==> config.mk <==
export PLATFORM = sky130hd
export DESIGN_NAME = pipeline_ctrl
export DESIGN_NICKNAME = d
export VERILOG_FILES = /design/src/rtl/pipeline_ctrl_pkg.sv /design/src/rtl/pipeline_ctrl_decoder.sv /design/src/rtl/pipeline_ctrl.sv
export SDC_FILE = /design/constraint.sdc
export NUM_CORES = 1
export LEC_CHECK = 0
export BUFFER_PORTS_ARGS = -buffer_cell sky130_fd_sc_hd__buf_4
export CAP_MARGIN = 30
export CORE_ASPECT_RATIO = 1.2
export CORE_MARGIN = 2
export CORE_UTILIZATION = 48
export DETAILED_ROUTE_END_ITERATION = 8
export GPL_ROUTABILITY_DRIVEN = 0
export PLACE_DENSITY = 0.76
export SETUP_SLACK_MARGIN = 0.4
export SLEW_MARGIN = 0
export SYNTH_ARGS = -nofsm -noshare
export SYNTH_HDL_FRONTEND = slang
export SYNTH_SLANG_ARGS = --single-unit
==> constraint.sdc <==
create_clock -name clk_i -period 2.8 [get_ports clk_i]
set_input_delay 0.14 -clock clk_i [delete_from_list [all_inputs] [get_ports clk_i]]
set_output_delay 0.14 -clock clk_i [all_outputs]
set_load 0.03 [all_outputs]
==> src/rtl/pipeline_ctrl_pkg.sv <==
// pipeline_ctrl_pkg
// Shared definitions for the RV32I pipeline control unit: opcode constants,
// the ALU operation and forward-select encodings, the control bundle that
// travels EX -> MEM -> WB, and the forwarding priority helper.
package pipeline_ctrl_pkg;

  localparam logic [6:0] OPC_RTYPE  = 7'b0110011;
  localparam logic [6:0] OPC_IMM    = 7'b0010011;
  localparam logic [6:0] OPC_LOAD   = 7'b0000011;
  localparam logic [6:0] OPC_STORE  = 7'b0100011;
  localparam logic [6:0] OPC_BRANCH = 7'b1100011;

  typedef enum logic [3:0] {
    ALU_AND = 4'b0000,
    ALU_XOR = 4'b0001,
    ALU_SLL = 4'b0010,
    ALU_ADD = 4'b0011,
    ALU_SUB = 4'b0100,
    ALU_MUL = 4'b0101,
    ALU_SRA = 4'b0110
  } alu_ctrl_e;

  typedef enum logic [1:0] {
    FWD_IDEX = 2'b00,
    FWD_WB   = 2'b01,
    FWD_MEM  = 2'b10
  } fwd_sel_e;

  typedef struct packed {
    logic      reg_write;
    logic      mem_to_reg;
    logic      mem_read;
    logic      mem_write;
    logic      alu_src;
    alu_ctrl_e alu_ctrl;
    logic      branch;
    logic [4:0] rd;
    logic [4:0] rs1;
    logic [4:0] rs2;
  } ctrl_bundle_t;

  // The younger result (MEM) wins over the older one (WB); x0 never forwards.
  function automatic fwd_sel_e fwd_select(input logic [4:0] rs,
                                          input ctrl_bundle_t mem_b,
                                          input ctrl_bundle_t wb_b);
    fwd_sel_e sel;
    sel = FWD_IDEX;
    if (mem_b.reg_write && (mem_b.rd != 5'd0) && (mem_b.rd == rs)) begin
      sel = FWD_MEM;
    end else if (wb_b.reg_write && (wb_b.rd != 5'd0) && (wb_b.rd == rs)) begin
      sel = FWD_WB;
    end
    return sel;
  endfunction

endpackage

==> src/rtl/pipeline_ctrl_decoder.sv <==
// ctrl_decoder
// Purely combinational instruction decoder for the ID stage.
// Ports:
//   instr_i  32-bit instruction held in IF/ID
//   ctrl_o   decoded control bundle (all zero for unsupported encodings)
module ctrl_decoder
  import pipeline_ctrl_pkg::*;
(
  input  logic [31:0]  instr_i,
  output ctrl_bundle_t ctrl_o
);

  logic [6:0] opcode;
  logic [2:0] funct3;
  logic [6:0] funct7;
  logic [4:0] rd;
  logic [4:0] rs1;
  logic [4:0] rs2;

  assign opcode = instr_i[6:0];
  assign rd     = instr_i[11:7];
  assign funct3 = instr_i[14:12];
  assign rs1    = instr_i[19:15];
  assign rs2    = instr_i[24:20];
  assign funct7 = instr_i[31:25];

  logic         valid;
  ctrl_bundle_t bundle;

  // rs2 is only filled in for formats that actually read it (R, S, B), so a
  // zero rs2 can never match a nonzero load destination in the stall check
  // and never requests forwarding on an immediate operand.
  always_comb begin
    valid  = 1'b1;
    bundle = '0;
    case (opcode)
      OPC_RTYPE: begin
        bundle.reg_write = 1'b1;
        bundle.rd        = rd;
        bundle.rs1       = rs1;
        bundle.rs2       = rs2;
        case ({funct7, funct3})
          {7'b0000000, 3'b111}: bundle.alu_ctrl = ALU_AND;
          {7'b0000000, 3'b100}: bundle.alu_ctrl = ALU_XOR;
          {7'b0000000, 3'b001}: bundle.alu_ctrl = ALU_SLL;
          {7'b0000000, 3'b000}: bundle.alu_ctrl = ALU_ADD;
          {7'b0100000, 3'b000}: bundle.alu_ctrl = ALU_SUB;
          {7'b0000001, 3'b000}: bundle.alu_ctrl = ALU_MUL;
          default:              valid = 1'b0;
        endcase
      end
      OPC_IMM: begin
        bundle.reg_write = 1'b1;
        bundle.alu_src   = 1'b1;
        bundle.rd        = rd;
        bundle.rs1       = rs1;
        if (funct3 == 3'b000) begin
          bundle.alu_ctrl = ALU_ADD;
        end else if ((funct3 == 3'b101) && (funct7 == 7'b0100000)) begin
          bundle.alu_ctrl = ALU_SRA;
        end else begin
          valid = 1'b0;
        end
      end
      OPC_LOAD: begin
        bundle.reg_write  = 1'b1;
        bundle.mem_to_reg = 1'b1;
        bundle.mem_read   = 1'b1;
        bundle.alu_src    = 1'b1;
        bundle.alu_ctrl   = ALU_ADD;
        bundle.rd         = rd;
        bundle.rs1        = rs1;
        valid             = (funct3 == 3'b010);
      end
      OPC_STORE: begin
        bundle.mem_write = 1'b1;
        bundle.alu_src   = 1'b1;
        bundle.alu_ctrl  = ALU_ADD;
        bundle.rs1       = rs1;
        bundle.rs2       = rs2;
        valid            = (funct3 == 3'b010);
      end
      OPC_BRANCH: begin
        bundle.branch   = 1'b1;
        bundle.alu_ctrl = ALU_SUB;
        bundle.rs1      = rs1;
        bundle.rs2      = rs2;
        valid           = (funct3 == 3'b000);
      end
      default: valid = 1'b0;
    endcase
    // Writes to x0 are architecturally discarded, so drop the write enable
    // here; this also keeps x0 out of the forwarding paths.
    if (bundle.rd == 5'd0) begin
      bundle.reg_write = 1'b0;
    end
    ctrl_o = valid ? bundle : '0;
  end

endmodule

==> src/rtl/pipeline_ctrl.sv <==
// pipeline_ctrl
// Control and hazard unit for the 5-stage RV32I pipeline. Decodes the
// instruction in ID, carries the control bundle through EX/MEM/WB stage
// registers, detects load-use stalls, resolves taken branches in MEM and
// generates EX operand forwarding selects. Saturating debug counters track
// stalls and flushes.
// Ports:
//   clk_i, rst_n_i                     clock, synchronous active-low reset
//   instr_id_i                         instruction in ID
//   zero_mem_i                         ALU zero flag held in EX/MEM
//   pc_write_o, ifid_write_o           PC / IF/ID load enables
//   ifid/idex/exmem_flush_o            pipeline register bubble requests
//   pc_src_o                           0 = PC+4, 1 = branch target
//   alu_src_o, alu_ctrl_o              EX controls
//   fwd_a_o, fwd_b_o                   EX operand forward selects
//   mem_read_o, mem_write_o            MEM controls
//   reg_write_o, mem_to_reg_o, wb_rd_o WB controls
//   stall_cnt_o, flush_cnt_o           saturating event counters
module pipeline_ctrl
  import pipeline_ctrl_pkg::*;
#(
  parameter int unsigned CNT_W = 32
) (
  input  logic             clk_i,
  input  logic             rst_n_i,
  input  logic [31:0]      instr_id_i,
  input  logic             zero_mem_i,
  output logic             pc_write_o,
  output logic             ifid_write_o,
  output logic             ifid_flush_o,
  output logic             idex_flush_o,
  output logic             exmem_flush_o,
  output logic             pc_src_o,
  output logic             alu_src_o,
  output logic [3:0]       alu_ctrl_o,
  output logic [1:0]       fwd_a_o,
  output logic [1:0]       fwd_b_o,
  output logic             mem_read_o,
  output logic             mem_write_o,
  output logic             reg_write_o,
  output logic             mem_to_reg_o,
  output logic [4:0]       wb_rd_o,
  output logic [CNT_W-1:0] stall_cnt_o,
  output logic [CNT_W-1:0] flush_cnt_o
);

  ctrl_bundle_t id_ctrl;
  ctrl_bundle_t ex_q, ex_d;
  ctrl_bundle_t mem_q, mem_d;
  ctrl_bundle_t wb_q, wb_d;
  logic [CNT_W-1:0] stall_cnt_q, stall_cnt_d;
  logic [CNT_W-1:0] flush_cnt_q, flush_cnt_d;

  logic     load_use;
  logic     branch_taken;
  fwd_sel_e fwd_a;
  fwd_sel_e fwd_b;

  ctrl_decoder u_decoder (
    .instr_i (instr_id_i),
    .ctrl_o  (id_ctrl)
  );

  // Non-R/S/B instructions decode with rs2 = 0, so the rd != 0 guard already
  // restricts the rs2 comparison to formats that read rs2.
  assign load_use = ex_q.mem_read && (ex_q.rd != 5'd0) &&
                    ((ex_q.rd == id_ctrl.rs1) || (ex_q.rd == id_ctrl.rs2));

  assign branch_taken = mem_q.branch && zero_mem_i;

  assign fwd_a = fwd_select(ex_q.rs1, mem_q, wb_q);
  assign fwd_b = fwd_select(ex_q.rs2, mem_q, wb_q);

  // A taken branch discards whatever is stalled behind it, so it overrides
  // the stall and lets the PC load the branch target.
  assign pc_write_o    = rst_n_i && (!load_use || branch_taken);
  assign ifid_write_o  = rst_n_i && (!load_use || branch_taken);
  assign ifid_flush_o  = rst_n_i && branch_taken;
  assign idex_flush_o  = rst_n_i && (branch_taken || load_use);
  assign exmem_flush_o = rst_n_i && branch_taken;
  assign pc_src_o      = rst_n_i && branch_taken;
  assign fwd_a_o       = rst_n_i ? fwd_a : FWD_IDEX;
  assign fwd_b_o       = rst_n_i ? fwd_b : FWD_IDEX;

  assign alu_src_o    = ex_q.alu_src;
  assign alu_ctrl_o   = ex_q.alu_ctrl;
  assign mem_read_o   = mem_q.mem_read;
  assign mem_write_o  = mem_q.mem_write;
  assign reg_write_o  = wb_q.reg_write;
  assign mem_to_reg_o = wb_q.mem_to_reg;
  assign wb_rd_o      = wb_q.rd;
  assign stall_cnt_o  = stall_cnt_q;
  assign flush_cnt_o  = flush_cnt_q;

  // Next-state for the stage bundles and the saturating counters. A stall
  // only inserts a bubble into EX; the load itself keeps moving to MEM.
  always_comb begin
    ex_d        = (load_use || branch_taken) ? '0 : id_ctrl;
    mem_d       = branch_taken ? '0 : ex_q;
    wb_d        = mem_q;
    stall_cnt_d = stall_cnt_q;
    flush_cnt_d = flush_cnt_q;
    if (load_use && !branch_taken && (stall_cnt_q != '1)) begin
      stall_cnt_d = stall_cnt_q + CNT_W'(1);
    end
    if (branch_taken && (flush_cnt_q != '1)) begin
      flush_cnt_d = flush_cnt_q + CNT_W'(1);
    end
  end

  always_ff @(posedge clk_i) begin
    if (!rst_n_i) begin
      ex_q        <= '0;
      mem_q       <= '0;
      wb_q        <= '0;
      stall_cnt_q <= '0;
      flush_cnt_q <= '0;
    end else begin
      ex_q        <= ex_d;
      mem_q       <= mem_d;
      wb_q        <= wb_d;
      stall_cnt_q <= stall_cnt_d;
      flush_cnt_q <= flush_cnt_d;
    end
  end

  // The WB register keeps the whole bundle for debug visibility even though
  // only the write-back fields drive outputs.
  logic wb_fields_unused;
  assign wb_fields_unused = ^{wb_q.mem_read, wb_q.mem_write, wb_q.alu_src,
                              wb_q.alu_ctrl, wb_q.branch, wb_q.rs1, wb_q.rs2};

endmodule

# Word level (Yosys, flattened, before mapping)
# Index checks and enable logic that the tools add are counted.
totals:
  regBits: 105
  inputBits: 35
  output_inout_bits: 88
  wordCells: 106
classes:
  addsub: 2
  eq_ne: 21
  n_mux: 23
  bitwise: 2
  n_reduce_logical: 37
op_table:
  columns: ["op", "count"]
  rows:
  - ["adder 32 x 1 -> 32 bit, second input constant", 2]
  - ["inequality test 32 bit, second input constant", 2]
  - ["equality test 5 bit", 6]
  - ["equality test 7 x 6 -> 1 bit, second input constant", 3]
  - ["equality test 10 x 3 -> 1 bit, second input constant", 2]
  - ["logical AND 1 bit", 16]
  - ["two-way mux 5 bit", 3]
  - ["one-hot mux 3 bit (5 select lines)", 1]
  - ["nonzero test 5 bit", 3]
  - ["one-hot mux 3 bit (4 select lines)", 1]
  - ["OR reduction 3 bit", 4]
  - ["equality test 10 x 1 -> 1 bit, second input constant", 1]
  - ["equality test 10 x 4 -> 1 bit, second input constant", 1]
  - ["equality test 10 x 9 -> 1 bit, second input constant", 1]
  - ["zero test 10 bit", 1]
  - ["two-way mux 10 bit", 1]
  - ["two-way mux 2 bit", 5]
  - ["two-way mux 1 bit", 9]
  - ["equality test 7 x 2 -> 1 bit, second input constant", 1]
  - ["equality test 7 x 5 -> 1 bit, second input constant", 1]
  - ["equality test 7 bit, second input constant", 1]
  - ["two-way mux 3 bit", 2]
  - ["OR reduction 2 bit", 3]
  - ["OR reduction 6 bit", 1]
  - ["other kinds (10)", 14]

# Longest topological paths before layout
logic_depth:
  word_depth: 12
  depth_mapped: 12
  ltp_nobuf: 10

# Hierarchy
# A second synthesis with hierarchy kept.
hier_totals:
  cells_unflattened: 617
  hier_area_um2: 5277.6
modules_own_cells:
  columns: ["mod", "instances", "cells_per_inst", "area_each_um2", "seq_area_each_um2"]
  rows:
  - ["pipeline_ctrl", 1, 529, 4669.5, 2122.0]
  - ["ctrl_decoder", 1, 88, 608.1, 0.0]

# Least setup slack after synthesis
# OpenSTA, ideal clock, no wires.
synth_timing:
  path_type: "input to output"
  startpoint: "input port instr_id_i[26]"
  endpoint: "output port pc_write_o"
  t_arrival_ns: 2.989
  t_required_ns: 2.660
  slack_ns: -0.329
  cell_stages: 9
  n_path_buf: 1
  path_cell_list: "or4_4 > or2_1 > o41a_1 > nand2_2 > mux2_2 > a32oi_4 > nor2_2 > a21oi_1 > buf_4"
synth_between:
  elab_chain_len: 12
  elab_cells_between_ends: 21
  cone_classes: "eq/ne (8); mux (5); reduce/logical (8)"
synth_lines:
  columns: ["item", "line_no", "source"]
  rows:
  - ["start: declaration", "pipeline_ctrl.sv:26", "input logic [31:0] instr_id_i,"]
  - ["parallel branches: the longest is 4 deep, another holds equality test 10 x 3 -> 1 bit", null, null]
  - ["one-hot mux 1 bit (4 select lines) (*)", "pipeline_ctrl_decoder.sv:36", "case (opcode)"]
  - ["two-way mux 10 bit (*)", "pipeline_ctrl_decoder.sv:97", "ctrl_o = valid ? bundle : '0;"]
  - ["equality test 5 bit", "pipeline_ctrl.sv:67", "((ex_q.rd == id_ctrl.rs1) || (ex_q.rd == id_ctrl.rs2));"]
  - ["logical OR 1 bit (*)", "pipeline_ctrl.sv:67", null]
  - ["logical AND 1 bit (*)", "pipeline_ctrl.sv:66", "assign load_use = ex_q.mem_read && (ex_q.rd != 5'd0) &&"]
  - ["zero test 1 bit (*)", null, null]
  - ["logical OR 1 bit (*)", null, null]
  - ["logical AND 1 bit (*)", null, null]
  - ["end: declaration", "pipeline_ctrl.sv:28", "output logic pc_write_o,"]
# Every way passes the cells marked *.

# Worst setup path after layout
layout_timing:
  startpoint: "input port instr_id_i[26]"
  endpoint: "output port idex_flush_o"
layout_between:
  elab_chain_len: 11
  elab_cells_between_ends: 20
  cone_classes: "eq/ne (8); mux (5); reduce/logical (7)"
layout_lines:
  columns: ["item", "line_no", "source"]
  rows:
  - ["parallel branches: the longest is 4 deep, another holds equality test 10 x 3 -> 1 bit", null, null]
  - ["one-hot mux 1 bit (4 select lines) (*)", "pipeline_ctrl_decoder.sv:36", null]
  - ["two-way mux 10 bit (*)", "pipeline_ctrl_decoder.sv:97", null]
  - ["equality test 5 bit", "pipeline_ctrl.sv:67", null]
  - ["logical OR 1 bit (*)", "pipeline_ctrl.sv:67", null]
  - ["logical AND 1 bit (*)", "pipeline_ctrl.sv:66", null]
  - ["logical OR 1 bit (*)", "pipeline_ctrl.sv:79", "assign idex_flush_o = rst_n_i && (branch_taken || load_use);"]
  - ["logical AND 1 bit (*)", "pipeline_ctrl.sv:79", null]
  - ["end: declaration", "pipeline_ctrl.sv:31", "output logic idex_flush_o,"]
# Marks and branches as above.

==> flow_summary.json <==
{
  "syn_inst": 587,
  "path_depth_of_the_worst_reg2reg_path": 10,
  "layout.nets": 775,
  "run_status": "completed",
  "tightest_slew_ns": 0.556,
  "via_count_of_the_first_global_routing_pass": 4480,
  "seq_area_mm2": 0.00210,
  "dieArea_mm2": 0.0114,
  "drc": 0,
  "startpoint_type": "input port",
  "setup.worst_path.end": "idex_flush_o",
  "clock_path_buffers": 2,
  "drt-total-wl_um": 14000,
  "finalWorstPathRequiredPeriod_ns": 2.75,
  "max-cap-violations": 0,
  "globalRoute.busiestLayer": "met2",
  "grt_use_met1_pct": 25.5,
  "synthDominantCellAreaShare_pct": 40.8,
  "grt-ovfl-total": 0,
  "cts_tree": "built",
  "h-tree-depth": 3,
  "numPortBuffers": 121,
  "most-common-layout-cells": "buf_4, dfxtp_1, nor2_1",
  "synth_top_cell_by_area": "dfxtp_1",
  "final_min_period_over_clock_period_pct": 98.1,
  "core_area_mm2": 0.0104,
  "slew_headroom_pct": 62.6,
  "insertedDiodeCount": 0,
  "whs_ns": 0.0293,
  "rsz0062_at_grt": "true",
  "reg2reg_to": "stall_cnt_o[18]",
  "layout-drive-gt1-share_pct": 36.4,
  "chipHeight_um": 116,
  "multi_input_area_mm2": 0.00324,
  "via_count": 4885,
  "clock-sinks": 103,
  "max_clock_freq_ghz": 0.364,
  "regToRegSetupSlack_ns": 0.29,
  "synth.top_cells.by_area": "dfxtp_1, xnor2_1, xor2_1",
  "stdcell_area_mm2": 0.00715,
  "report.final.setup_viol": 0,
  "gr-usage-met2_pct": 40.4,
  "avgRoutedWirePerCell_um": 16.0,
  "timing.critical_path.slowest_stage_cell": "or4_4",
  "reg2reg_from": "stall_cnt_o[14]",
  "grt_max_degree": 44,
  "timing.clock.skew_ns": 0.00807,
  "min-delay-path-class": "in -> reg",
  "area_growth_pct": 41.3,
  "clk_transition_reported_paths_ns": 0.07,
  "tns_ns": 0,
  "cts_made_buffers": 9,
  "timing.critical_path.from": "instr_id_i[26]",
  "drv_slew": 0,
  "initial_core_util_pct": 48.6,
  "final-hold-violation-count": 0,
  "antenna_found_initial": 0,
  "detail-route-antenna-nets": 0,
  "yosysWarnings": 0,
  "rows": 41,
  "crit_fanout": 5,
  "criticalPathCategory": "in -> out",
  "worst_ep_arrival_time_ns": 2.61,
  "grtUsageMet3_pct": 5.09,
  "cts_root_buf": "clkbuf_16",
  "power_density_mw_per_mm2": 394,
  "total_routing_resource_utilization_after_global_routing_pct": 22.2,
  "postPlaceCellArea_mm2": 0.00624,
  "clock_latency_ns": 0.34,
  "synth_fp_nets": 624,
  "grt_pass1_wl_um": 20800,
  "post_synth.cell_area_avg_um2": 8.62,
  "dr.first_iter.drc_count": 176,
  "synth_ff_type": "dfxtp_1",
  "critical_path.max_stage_delay_ns": 0.52,
  "worst_ir_drop_vdd_mv": 0.223,
  "detail_route.first_pass.iterations": 4,
  "syn_area_mm2": 0.00506,
  "layout_commonest_cell": "buf_4",
  "boundaryPins": 123,
  "synth_cell_type_count": 57,
  "fp.dieW_um": 97.7,
  "crit_path_capture_type": "output port",
  "dp_slack_ns": -0.255,
  "synth-seq-area-share_pct": 40.8,
  "final.fill_count": 799,
  "synthArstFlopShare_pct": 0,
  "setup_ws_ns": 0.0529,
  "detailed_place_hpwl_um": 9360,
  "holdBufCountCts": 0,
  "critical_path.cell_chain": "buf_6, or4_4, or2_4, o41a_1, nand2_2, buf_4, a31oi_2, a32oi_4, nor2_4, nor2_2, nor2_4, buf_4",
  "leakagePower_uw": 0.00299,
  "ys_seq_elements": 103,
  "synth_edf_count": 0,
  "critical_path_required_ns": 2.66,
  "post_dr_vias_cell": 5.61
}
## stage by stage
step	std cells	power [uW]	utilization (%)
2_1_floorplan	587	1560	-
3_3_place_gp	830	1620	59.9
3_5_place_dp	830	1630	59.9
4_1_cts	856	2820	64.4
5_1_grt	871	2890	68.6
6_report	871	2820	68.6
## how the worst min path moves through the flow
stage                         startpoint  endpoint  cells after the start
after CTS                 instr_id_i[16]   ex_q[6]                      2
after global routing      instr_id_i[16]   ex_q[6]                      2
after detailed placement  instr_id_i[16]   ex_q[6]                      2
after floorplan           instr_id_i[16]   ex_q[6]                      1
after global placement    instr_id_i[16]   ex_q[6]                      2
final                     instr_id_i[16]   ex_q[6]                      2
## kinds of logic (layout without fill, tap and decap cells)
| family | after synthesis | in the layout | synth area share (%) |
|---|---|---|---|
| fa+ha+maj | 2 | 2 | 0.495 |
| compound gates | 71 | 71 | 9.25 |
| mux | 15 | 15 | 2.99 |
| xor+xnor | 59 | 59 | 10.2 |
| other cells | 1 | 1 | 0.0741 |
| flops | 103 | 103 | 40.8 |
| buf+inv | 44 | 195 | 3.98 |
| simple gates | 292 | 296 | 32.2 |
## Yosys cell counts (3+ instances only)
| cell | n |
|---|---|
| a21o_1 | 5 |
| a21oi_1 | 27 |
| a31o_2 | 4 |
| and2_1 | 21 |
| and3_1 | 33 |
| and4_1 | 8 |
| buf_4 | 9 |
| clkbuf_1 | 19 |
| dfxtp_1 | 103 |
| inv_1 | 13 |
| mux2i_1 | 14 |
| nand2_1 | 43 |
| nand2b_1 | 14 |
| nand3_1 | 30 |
| nand3b_1 | 4 |
| nand4_1 | 16 |
| nor2_1 | 57 |
| nor3_1 | 19 |
| nor3_2 | 5 |
| nor4_1 | 8 |
| o21ai_0 | 16 |
| o31ai_1 | 3 |
| or3_1 | 8 |
| or4_1 | 8 |
| xnor2_1 | 31 |
| xor2_1 | 28 |
## cell type report
type	instances	area share [%]
tap	129	2.26
inverter	14	0.735
clock buffer	10	3.20
clock inverter	5	0.700
multi-input combinational	444	45.4
timing repair buffer	166	18.3
sequential	103	29.4
## where the power goes
group          total [uW]  switching [uW]  internal, uW
clock                1220             536           683
sequential           1460          0.0325          1460
combinational         141            77.8          63.6
## critical path: cells and delay by family
family,cells,cell delay (ns)
buffers and inverters,3,0.40
AND/OR/NAND/NOR,6,1.19
AO/OA/AOI/OAI,3,0.89
## registers in the layout (all words and copies together), names as in the netlist, 3 cells and up
signal	flops
alu_ctrl_o	3
ex_q	19
flush_cnt_o	32
mem_q	8
stall_cnt_o	32
wb_rd_o	5
## routing by layer
layer | vias up | wire length, um
li1 | 2381 | -
met1 | 2317 | 5660
met2 | 161 | 7260
met3 | 26 | 703
met4 | 0 | 342
met5 | - | 0
## timing repair
action	4_1_cts	5_1_grt
pin swaps	10	34
setup buffers	8	14
resized for setup	22	66
setup endpoints to repair	68	71
gates cloned	3	1
(Power assumes the default switching activity.)
